$ cat src/rtl/aib_cfg_pkg.sv
`default_nettype none
// ============================================================================
// Module      : aib_cfg_pkg
// Description : Shared types and constants for the AIB configuration-port
//               arbiter (FSM states, requester count, default read timeout).
// Revision    : 1.0 - initial release
// ============================================================================
package aib_cfg_pkg;

    // Number of requesters sharing the configuration port
    localparam int c_num_req = 2;

    // Default number of RD_WAIT cycles before a read is forced to complete
    localparam int c_rd_timeout_dflt = 255;

    typedef enum logic [1:0] {
        ST_IDLE    = 2'd0,
        ST_CMD     = 2'd1,
        ST_RD_WAIT = 2'd2
    } cfg_state_e;

endpackage : aib_cfg_pkg
`default_nettype wire

$ cat src/rtl/aib_cfg_rr_pick.sv
`default_nettype none
// ============================================================================
// Module      : aib_cfg_rr_pick
// Description : Two-way requester pick. A lone requester always wins; on
//               contention requester 0 wins under fixed priority, otherwise
//               the requester that was not granted last wins.
// Revision    : 1.0 - initial release
// ============================================================================
module aib_cfg_rr_pick (
    input  logic [1:0] req,
    input  logic       last,
    input  logic       fixed_prio,
    output logic       vld,
    output logic       win
);

    // Pure combinational winner selection
    always_comb begin
        vld = |req;
        win = 1'b0;
        case (req)
            2'b01:   win = 1'b0;
            2'b10:   win = 1'b1;
            2'b11:   win = fixed_prio ? 1'b0 : ~last;
            default: win = 1'b0;
        endcase
    end

endmodule : aib_cfg_rr_pick
`default_nettype wire

$ cat src/rtl/aib_avmm_cfg_arbiter.sv
`default_nettype none
// ============================================================================
// Module      : aib_avmm_cfg_arbiter
// Description : Shares the bridge Avalon-MM configuration port between the
//               calibration FSM (requester 0) and a host/debug master
//               (requester 1). One transaction in flight, read data steered
//               back to the issuer, reads that never return are timed out.
// Revision    : 1.0 - initial release
// ============================================================================
module aib_avmm_cfg_arbiter
    import aib_cfg_pkg::*;
#(
    parameter int AVMM_WIDTH = 32,
    parameter int BYTE_WIDTH = 4,
    parameter int ADDR_WIDTH = 17,
    parameter int RD_TIMEOUT = c_rd_timeout_dflt
) (
    input  logic                  i_cfg_avmm_clk,
    input  logic                  i_cfg_avmm_rst_n,
    input  logic                  calib_done,
    input  logic [ADDR_WIDTH-1:0] rq0_addr,
    input  logic [BYTE_WIDTH-1:0] rq0_byte_en,
    input  logic                  rq0_read,
    input  logic                  rq0_write,
    input  logic [AVMM_WIDTH-1:0] rq0_wdata,
    output logic                  rq0_waitreq,
    output logic [AVMM_WIDTH-1:0] rq0_rdata,
    output logic                  rq0_rdatavld,
    input  logic [ADDR_WIDTH-1:0] rq1_addr,
    input  logic [BYTE_WIDTH-1:0] rq1_byte_en,
    input  logic                  rq1_read,
    input  logic                  rq1_write,
    input  logic [AVMM_WIDTH-1:0] rq1_wdata,
    output logic                  rq1_waitreq,
    output logic [AVMM_WIDTH-1:0] rq1_rdata,
    output logic                  rq1_rdatavld,
    output logic [ADDR_WIDTH-1:0] o_cfg_avmm_addr,
    output logic [BYTE_WIDTH-1:0] o_cfg_avmm_byte_en,
    output logic                  o_cfg_avmm_read,
    output logic                  o_cfg_avmm_write,
    output logic [AVMM_WIDTH-1:0] o_cfg_avmm_wdata,
    input  logic [AVMM_WIDTH-1:0] i_cfg_avmm_rdata,
    input  logic                  i_cfg_avmm_rdatavld,
    input  logic                  i_cfg_avmm_waitreq,
    output logic                  grant,
    output logic                  busy,
    output logic                  rd_timeout_err
);

    localparam logic [7:0] c_tmo_lim = 8'(RD_TIMEOUT);

    // Requester commands gathered into arrays indexed by requester number
    logic [ADDR_WIDTH-1:0] w_rq_addr  [c_num_req];
    logic [BYTE_WIDTH-1:0] w_rq_be    [c_num_req];
    logic [AVMM_WIDTH-1:0] w_rq_wdata [c_num_req];
    logic [c_num_req-1:0]  w_rq_rd;
    logic [c_num_req-1:0]  w_rq_wr;
    logic [c_num_req-1:0]  w_req;
    logic [c_num_req-1:0]  w_waitreq;
    logic                  w_pick_vld;
    logic                  w_pick_win;
    logic                  w_fixed_prio;

    cfg_state_e            state_q,    state_d;
    logic                  grant_q,    grant_d;
    logic [ADDR_WIDTH-1:0] addr_q,     addr_d;
    logic [BYTE_WIDTH-1:0] be_q,       be_d;
    logic [AVMM_WIDTH-1:0] wdata_q,    wdata_d;
    logic                  read_q,     read_d;
    logic                  write_q,    write_d;
    logic [7:0]            cnt_q,      cnt_d;
    logic [AVMM_WIDTH-1:0] rdata_q    [c_num_req];
    logic [AVMM_WIDTH-1:0] rdata_d    [c_num_req];
    logic [c_num_req-1:0]  rdatavld_q, rdatavld_d;
    logic                  tmo_err_q,  tmo_err_d;

    assign w_rq_addr[0]  = rq0_addr;
    assign w_rq_addr[1]  = rq1_addr;
    assign w_rq_be[0]    = rq0_byte_en;
    assign w_rq_be[1]    = rq1_byte_en;
    assign w_rq_wdata[0] = rq0_wdata;
    assign w_rq_wdata[1] = rq1_wdata;
    assign w_rq_rd       = {rq1_read, rq0_read};
    assign w_rq_wr       = {rq1_write, rq0_write};
    assign w_req         = w_rq_rd | w_rq_wr;
    assign w_fixed_prio  = ~calib_done;

    aib_cfg_rr_pick u_pick (
        .req        (w_req),
        .last       (grant_q),
        .fixed_prio (w_fixed_prio),
        .vld        (w_pick_vld),
        .win        (w_pick_win)
    );

    // Next-state, command capture and read-return steering
    always_comb begin
        state_d    = state_q;
        grant_d    = grant_q;
        addr_d     = addr_q;
        be_d       = be_q;
        wdata_d    = wdata_q;
        read_d     = read_q;
        write_d    = write_q;
        cnt_d      = cnt_q;
        rdata_d    = rdata_q;
        rdatavld_d = '0;
        tmo_err_d  = 1'b0;
        w_waitreq  = '1;
        case (state_q)
            ST_IDLE: begin
                // Acceptance is masked while reset is held so waitrequest
                // reads as its reset value even with a request pending.
                if (w_pick_vld && i_cfg_avmm_rst_n) begin
                    w_waitreq[w_pick_win] = 1'b0;
                    grant_d = w_pick_win;
                    addr_d  = w_rq_addr[w_pick_win];
                    be_d    = w_rq_be[w_pick_win];
                    wdata_d = w_rq_wdata[w_pick_win];
                    // A write wins over a simultaneous read
                    write_d = w_rq_wr[w_pick_win];
                    read_d  = w_rq_rd[w_pick_win] & ~w_rq_wr[w_pick_win];
                    state_d = ST_CMD;
                end
            end
            ST_CMD: begin
                if (!i_cfg_avmm_waitreq) begin
                    read_d  = 1'b0;
                    write_d = 1'b0;
                    if (read_q) begin
                        state_d = ST_RD_WAIT;
                        cnt_d   = '0;
                    end else begin
                        state_d = ST_IDLE;
                    end
                end
            end
            ST_RD_WAIT: begin
                // Counter holds the number of RD_WAIT cycles already spent
                if (i_cfg_avmm_rdatavld) begin
                    rdata_d[grant_q]    = i_cfg_avmm_rdata;
                    rdatavld_d[grant_q] = 1'b1;
                    state_d             = ST_IDLE;
                end else if (cnt_q == c_tmo_lim) begin
                    rdata_d[grant_q]    = '0;
                    rdatavld_d[grant_q] = 1'b1;
                    tmo_err_d           = 1'b1;
                    state_d             = ST_IDLE;
                end else if (cnt_q != 8'hFF) begin
                    cnt_d = cnt_q + 8'd1;
                end
            end
            default: state_d = ST_IDLE;
        endcase
    end

    // State and output registers, asynchronously cleared
    always_ff @(posedge i_cfg_avmm_clk or negedge i_cfg_avmm_rst_n) begin
        if (!i_cfg_avmm_rst_n) begin
            state_q    <= ST_IDLE;
            grant_q    <= 1'b1;
            addr_q     <= '0;
            be_q       <= '0;
            wdata_q    <= '0;
            read_q     <= 1'b0;
            write_q    <= 1'b0;
            cnt_q      <= '0;
            for (int i = 0; i < c_num_req; i++) begin
                rdata_q[i] <= '0;
            end
            rdatavld_q <= '0;
            tmo_err_q  <= 1'b0;
        end else begin
            state_q    <= state_d;
            grant_q    <= grant_d;
            addr_q     <= addr_d;
            be_q       <= be_d;
            wdata_q    <= wdata_d;
            read_q     <= read_d;
            write_q    <= write_d;
            cnt_q      <= cnt_d;
            rdata_q    <= rdata_d;
            rdatavld_q <= rdatavld_d;
            tmo_err_q  <= tmo_err_d;
        end
    end

    assign rq0_waitreq        = w_waitreq[0];
    assign rq1_waitreq        = w_waitreq[1];
    assign rq0_rdata          = rdata_q[0];
    assign rq1_rdata          = rdata_q[1];
    assign rq0_rdatavld       = rdatavld_q[0];
    assign rq1_rdatavld       = rdatavld_q[1];
    assign o_cfg_avmm_addr    = addr_q;
    assign o_cfg_avmm_byte_en = be_q;
    assign o_cfg_avmm_read    = read_q;
    assign o_cfg_avmm_write   = write_q;
    assign o_cfg_avmm_wdata   = wdata_q;
    assign grant              = grant_q;
    assign busy               = (state_q != ST_IDLE);
    assign rd_timeout_err     = tmo_err_q;

endmodule : aib_avmm_cfg_arbiter
`default_nettype wire

$ cat config.mk
export PLATFORM = sky130hd
export DESIGN_NAME = aib_avmm_cfg_arbiter
export DESIGN_NICKNAME = d
export VERILOG_FILES = /design/src/rtl/aib_cfg_pkg.sv /design/src/rtl/aib_cfg_rr_pick.sv /design/src/rtl/aib_avmm_cfg_arbiter.sv
export SDC_FILE = /design/constraint.sdc
export NUM_CORES = 1
export LEC_CHECK = 0
export ABC_CLOCK_PERIOD_IN_PS = 3400
export CELL_PAD_IN_SITES_DETAIL_PLACEMENT = 1
export CELL_PAD_IN_SITES_GLOBAL_PLACEMENT = 1
export CORE_AREA = 2 2 134 136
export CTS_CLUSTER_DIAMETER = 150
export DETAILED_ROUTE_END_ITERATION = 7
export DIE_AREA = 0 0 136 138
export HOLD_SLACK_MARGIN = 0.05
export MAX_ROUTING_LAYER = met4
export PLACE_DENSITY = 0.95
export SYNTH_ARGS = -nofsm -noshare
export SYNTH_HDL_FRONTEND = slang
export SYNTH_HIERARCHICAL = 1
export SYNTH_SLANG_ARGS = --single-unit
$ cat constraint.sdc
create_clock -name i_cfg_avmm_clk -period 3.4 [get_ports i_cfg_avmm_clk]
set_input_delay 0.51 -clock i_cfg_avmm_clk [delete_from_list [all_inputs] [get_ports i_cfg_avmm_clk]]
set_output_delay 0.51 -clock i_cfg_avmm_clk [all_outputs]
set_load 0.02 [all_outputs]
==> results of run 1 <==
area by class of cell:
cell class / instances / area, µm² / share of cell area (%)
multi-input combinational: 316 / 2110 / 23.1
timing repair buffer: 282 / 2810 / 30.8
antenna: 1 / 2.50 / 0.0274
sequential: 133 / 3330 / 36.5
inverter: 6 / 22.5 / 0.247
clock inverter: 14 / 126 / 1.38
tap: 229 / 287 / 3.14
clock buffer: 18 / 439 / 4.81
stage by stage:
step | instance area [µm²] | power, mW
2_1_floorplan | 5630 | 4.00
3_3_place_gp | 8560 | 5.57
3_5_place_dp | 8560 | 5.70
4_1_cts | 9130 | 7.51
5_1_grt | 9130 | 7.84
6_report | 9130 | 7.42
flip-flops by register name, indices dropped and copies added (netlist names), 2 cells and up:
register            flops
cnt_q                   8
o_cfg_avmm_addr        17
o_cfg_avmm_byte_en      4
o_cfg_avmm_wdata       32
rdatavld_q              2
rq0_rdata              32
rq1_rdata              32
state_q                 2
synth_stat cells (all sizes together) (2+ instances only):
library cell,number
a21o,3
a21oi,55
a31oi,2
a32o,16
and2,3
buf,15
clkbuf,25
dfrtp,132
inv,5
mux2,2
mux2i,53
nand2,35
nand2b,2
nand3,9
nor2,56
nor2b,2
nor3,4
o21ai,5
o21bai,2
o2bb2ai,48
o41ai,2
or2,4
or3b,2
final timing paths:
kind                                                     end  depth (start not counted)
setup reg to reg                   rq1_rdata[23]$_DFFE_PN0P_                          4
min in group i_cfg_avmm_clk        rq0_rdata[25]$_DFFE_PN0P_                          1
hold reg to reg                    rq0_rdata[25]$_DFFE_PN0P_                          1
hold / removal                      rq1_rdata[2]$_DFFE_PN0P_                          2
max in group asynchronous    o_cfg_avmm_wdata[4]$_DFFE_PN0P_                          3
setup / recovery                                 rq0_waitreq                          6
logic make-up (layout without fill, tap and decap cells):
family	count (synthesis)	after routing	synth area share (%)
adders and majority gates	1	1	0.222
DFF	133	133	59.2
AOI/OAI and AO/OA	138	138	17.8
and+or+nand+nor	122	122	9.49
other	0	1	0
buffers and inverters	46	320	3.47
muxes	55	55	9.83
power breakdown:
group | internal [mW] | total (mW) | switching, mW | leakage [nW]
clock | 1.03 | 1.75 | 0.722 | 0.277
sequential | 2.15 | 2.52 | 0.365 | 1.66
combinational | 1.53 | 3.15 | 1.62 | 1.85
per-layer routing:
layer | routed length, µm | share of wire, % | vias up | GRT usage, %
li1 | - | - | 2312 | -
met1 | 7680 | 40 | 2503 | 25.0
met2 | 9810 | 51 | 233 | 36.4
met3 | 1610 | 8.3 | 18 | 7.08
met4 | 219 | 1.1 | 0 | 6.41
met5 | 0 | 0 | - | -
layout by cell type, fill, tap and decap left out, types with 2 or more instances in the layout:
cell type          n
clkdlybuf4s50_1  271
dfrtp_1          132
nor2_1            55
a21oi_1           55
mux2i_1           53
o2bb2ai_1         48
nand2_1           35
clkbuf_16         17
a32o_1            16
buf_4              9
nand3_1            8
inv_1              5
nor3_1             4
o21ai_0            4
clkinv_2           4
clkinv_4           4
inv_6              3
nor2b_1            2
or2_1              2
or2_2              2
or3b_1             2
nand2b_1           2
and2_4             2
o41ai_1            2
a21o_1             2
a31oi_1            2
clkinvlp_4         2
==> impl_metrics.env, run 1 <==
export IMPL_status="finished clean"
export IMPL_worstPathRequired_ns=2.89
export IMPL_syn_area_per_cell_um2=11.4
export IMPL_fin_util_pct=52.1
export IMPL_place_worst_setup_slack_ns=0.411
export IMPL_cp_top_family="buffers and inverters"
export IMPL_setup_worst_path_start_class="input pin"
export IMPL_vias_per_cell=5.07
export IMPL_core_um2=17500
export IMPL_fin_nets=904
export IMPL_wl_per_cell_um=19.3
export IMPL_ir_worst_vdd_mv=0.366
export IMPL_crit_chain="clkdlybuf4s50_1, or2_2, or2_1, nand2_1, or3_1, clkdlybuf4s50_1"
export IMPL_arrival_ns=2.45
export IMPL_cts_root_buffer="clkbuf_16"
export IMPL_grt_pass1_vias=5492
export IMPL_final_max_slew_viol_count=0
export IMPL_cts_tree="built"
export IMPL_crit_slowest_cell="clkdlybuf4s50_1"
export IMPL_fin_crit_sh_pct=87.0
export IMPL_worst_slew_pin_slew_ns=1.06
export IMPL_rows=49
export IMPL_fin_worst_skew_ns=0.0111
export IMPL_holdWs_ns=0.270
export IMPL_rsz0062_at_grt="false"
export IMPL_drtPass1Iterations=4
export IMPL_htreeDepth=4
export IMPL_crit_path_frequent_cell="clkdlybuf4s50_1"
export IMPL_io_pins=273
export IMPL_ctsLongestPathBuffers=2
export IMPL_drive_gt1_share_pct=6.89
export IMPL_syn_area_um2=5630
export IMPL_crit_path_start="rq1_read"
export IMPL_fillers=1877
export IMPL_crit_type="input pin to primary output"
export IMPL_drc=0
export IMPL_netlist_top_cells_area="dfrtp_1 (59%), mux2i_1 (9.4%), o2bb2ai_1 (7.5%)"
export IMPL_syn_inst=495
export IMPL_grt_pass1_wl_um=30700
export IMPL_vias=5066
export IMPL_antenna_found_initial=1
export IMPL_port_buffers=272
export IMPL_antenna_left=0
export IMPL_yosys_area_top_type="dfrtp_1"
export IMPL_cts_resized=0
export IMPL_end_kind="primary output"
export IMPL_wl_um=19300
export IMPL_path_clk_slew_ns=0.06
export IMPL_slew_headroom_pct=29.1
export IMPL_slowest_delay_ns=0.61
export IMPL_yosysSeqAreaShare_pct=59.2
export IMPL_synth_top_flop_cell="dfrtp_1"
export IMPL_syn_to_final_growth_pct=62.2
export IMPL_r2r_start="state_q[1]$_DFFE_PN0P_"
export IMPL_clk_latency_ns=0.42
export IMPL_syn_num_nets=643
export IMPL_p_leak_nw=3.79
export IMPL_hold_viol=0
export IMPL_layoutNonFillerInstCount=999
export IMPL_clkSinkCount=133
export IMPL_cts_setup_buffers=0
export IMPL_initial_core_util_pct=32.1
export IMPL_max_freq_mhz=338
export IMPL_grt_max_degree=109
export IMPL_die_w_um=136
export IMPL_maxCapViolations=0
export IMPL_ys_ff_latch=133
export IMPL_powerDensity_nw_per_um2=812
export IMPL_tns_ns=0
export IMPL_ys_warn_count=6
export IMPL_synth_edff_count=0
export IMPL_drt_iter0_drc=147
export IMPL_hpwlAfterDp_um=13800
export IMPL_grt_ovfl_total=0
export IMPL_netlist_area_leader_share_pct=58.7
export IMPL_dieHeight_um=138
export IMPL_crit_buf_inv=2
export IMPL_timing_final_ws_setup_ns=0.441
export IMPL_cts_hold_buffers=0
export IMPL_hp_class="input pin to async pin"
export IMPL_fin_crit_ns=2.96
export IMPL_ys_async_sr_fraction_pct=100
export IMPL_grt_usage_pct=21.8
export IMPL_die_area_um2=18800
export IMPL_cp_max_fo=3
export IMPL_finalSetupViolCount=0
export IMPL_place_inst=966
export IMPL_ff2ff_setup_slack_ns=1.13
export IMPL_yosysUniqueCellTypes=45
export IMPL_cts_made_buffers=17
export IMPL_gp_congestion=0.747
(Power assumes the default switching activity.)
==> run 2: changes to the inputs <==
- CORE_AREA: 2 2 134 136 -> 2 2 132 134
- CTS_BUF_LIST: not set -> sky130_fd_sc_hd__clkbuf_4 sky130_fd_sc_hd__clkbuf_8
- DIE_AREA: 0 0 136 138 -> 0 0 134 136
==> impl_metrics.env, run 2 (synthesis gave the netlist of run 1 again) <==
export IMPL_status="finished clean"
export IMPL_cts_setup_buffers=0
export IMPL_fin_crit_sh_pct=87.2
export IMPL_grt_pass1_wl_um=29800
export IMPL_slew_headroom_pct=49.6
export IMPL_timing_rr_end="rq0_rdata[24]$_DFFE_PN0P_"
export IMPL_io_pins=273
export IMPL_p_int_mw=4.42
export IMPL_cts_made_buffers=17
export IMPL_fin_util_pct=53.4
export IMPL_htreeDepth=4
export IMPL_hold_viol=0
export IMPL_worstRegToRegCells=6
export IMPL_fin_crit_ns=2.97
export IMPL_r2r_start="cnt_q[0]$_DFFE_PN0P_"
export IMPL_n_antenna_cell=0
export IMPL_tns_ns=0
export IMPL_vias=5007
export IMPL_drc=0
export IMPL_finalSetupViolCount=0
export IMPL_ctsLongestPathBuffers=2
export IMPL_swShare_pct=37.5
export IMPL_drt_iter0_drc=170
export IMPL_clk_latency_ns=0.43
export IMPL_clkSinkCount=133
export IMPL_final_cell_mix="clkdlybuf4s50_1 (271), dfrtp_1 (132), nor2_1 (55), a21oi_1 (55), mux2i_1 (53)"
export IMPL_port_buffers=272
export IMPL_fin_worst_skew_ns=0.0150
export IMPL_arrival_ns=2.46
export IMPL_drive_gt1_share_pct=7.01
export IMPL_max_freq_mhz=337
export IMPL_p_leak_nw=3.73
export IMPL_syn_to_final_growth_pct=60.0
export IMPL_rows=48
export IMPL_pwr_share_comb_pct=44.4
export IMPL_worstPathRequired_ns=2.89
export IMPL_antenna_left=0
export IMPL_drtPass1Iterations=4
export IMPL_die_w_um=134
export IMPL_wl_per_cell_um=19.0
export IMPL_core_um2=16900
export IMPL_final_max_slew_viol_count=0
export IMPL_cp_max_fo=3
export IMPL_hpwlAfterDp_um=13900
export IMPL_setup_worst_path_start_class="input pin"
export IMPL_gp_congestion=0.768
export IMPL_cts_root_buffer="clkbuf_8"
export IMPL_cts_tree="built"
export IMPL_grt_ovfl_total=0
export IMPL_final_common_cell="clkdlybuf4s50_1"
export IMPL_cts_resized=0
export IMPL_cts_hold_buffers=0
export IMPL_end_kind="primary output"
export IMPL_pwr_share_seq_pct=35.4
export IMPL_vias_per_cell=5.03
export IMPL_rsz0062_at_grt="false"
export IMPL_ff2ff_setup_slack_ns=1.04
export IMPL_path_clk_slew_ns=0.08
export IMPL_crit_type="input pin to primary output"
export IMPL_hp_class="input pin to async pin"
export IMPL_wl_um=18900
export IMPL_powerDensity_nw_per_um2=787
export IMPL_grt_max_degree=135
export IMPL_layoutNonFillerInstCount=995
export IMPL_grt_pass1_vias=5542
export IMPL_die_area_um2=18200
export IMPL_maxCapViolations=0
export IMPL_antenna_found_initial=0
export IMPL_ir_worst_vdd_mv=0.406
export IMPL_fin_nets=905
export IMPL_fillers=1781
export IMPL_p_sw_mw=2.66
export IMPL_grt_usage_pct=21.8
export IMPL_dieHeight_um=136
export IMPL_worst_slew_pin_slew_ns=0.755
export IMPL_p_clk_share_pct=20.2
export IMPL_place_inst=963
export IMPL_initial_core_util_pct=33.3
run 2: cell count changes in the layout (fill, tap and decap cells not counted), sizes merged:
cell,before,now
clkinv,9,4
inv,8,12
bufinv,1,3
buf,11,12
clkbuf,18,17
diode,1,0
run 2: worst max-delay path, stage by stage:
cell and delay [ns]:
clkdlybuf4s50_1 0.44, or2_2 0.32, or2_1 0.24, nand2_1 0.15, nor2_4 0.06, nand2_1 0.08, clkdlybuf4s50_1 0.64
run 2: per-stage QoR:
stage	hold slack (ns)	area [µm²]	worst slack [ns]	power, mW
6_report	0.164	9000	0.435	7.08
3_3_place_gp	0.469	8580	0.453	5.57
2_1_floorplan	0.214	5630	0.883	4.00
3_5_place_dp	0.473	8580	0.406	5.71
4_1_cts	0.239	9000	0.403	7.18
5_1_grt	0.224	9000	0.346	7.47
run 2: final cells by class:
cell class                      count  area (µm²)  share of cell area, %
Clock inverter                     15         191                   2.13
Multi-Input combinational cell    316        2110                   23.5
Tap cell                          225         282                   3.13
Clock buffer                       17         234                   2.60
Inverter                            6        22.5                  0.250
Timing Repair Buffer              283        2830                   31.4
Sequential cell                   133        3330                   37.0
run 2: metal layers:
metal	global-route usage, %	share of wire (%)	up-vias	wire [µm]
met5	-	0	-	0
met3	6.45	7.5	19	1410
li1	-	-	2311	-
met2	37.0	51	198	9660
met4	6.38	1.6	0	300
met1	25.1	40	2479	7540
run 2: power groups by stage:
stage	clock, mW	combinational, mW	sequential, mW
6_report	1.43	3.15	2.51
2_1_floorplan	0	0.843	3.16
3_3_place_gp	0	3.08	2.49
3_5_place_dp	0	3.17	2.53
4_1_cts	1.48	3.18	2.51
5_1_grt	1.55	3.35	2.58
run 2: worst max-delay path by stage:
| stage | from | to | slack (ns) | depth (start not counted) |
|---|---|---|---|---|
| after global routing | rq1_write | rq1_waitreq | 0.35 | 7 |
| after global placement | rq1_read | rq1_waitreq | 0.45 | 7 |
| after CTS | rq0_write | rq1_waitreq | 0.40 | 7 |
| after detailed placement | rq0_write | rq1_waitreq | 0.41 | 7 |
| final | rq0_write | rq1_waitreq | 0.43 | 7 |
| after floorplan | rq0_write | rq1_waitreq | 0.88 | 7 |
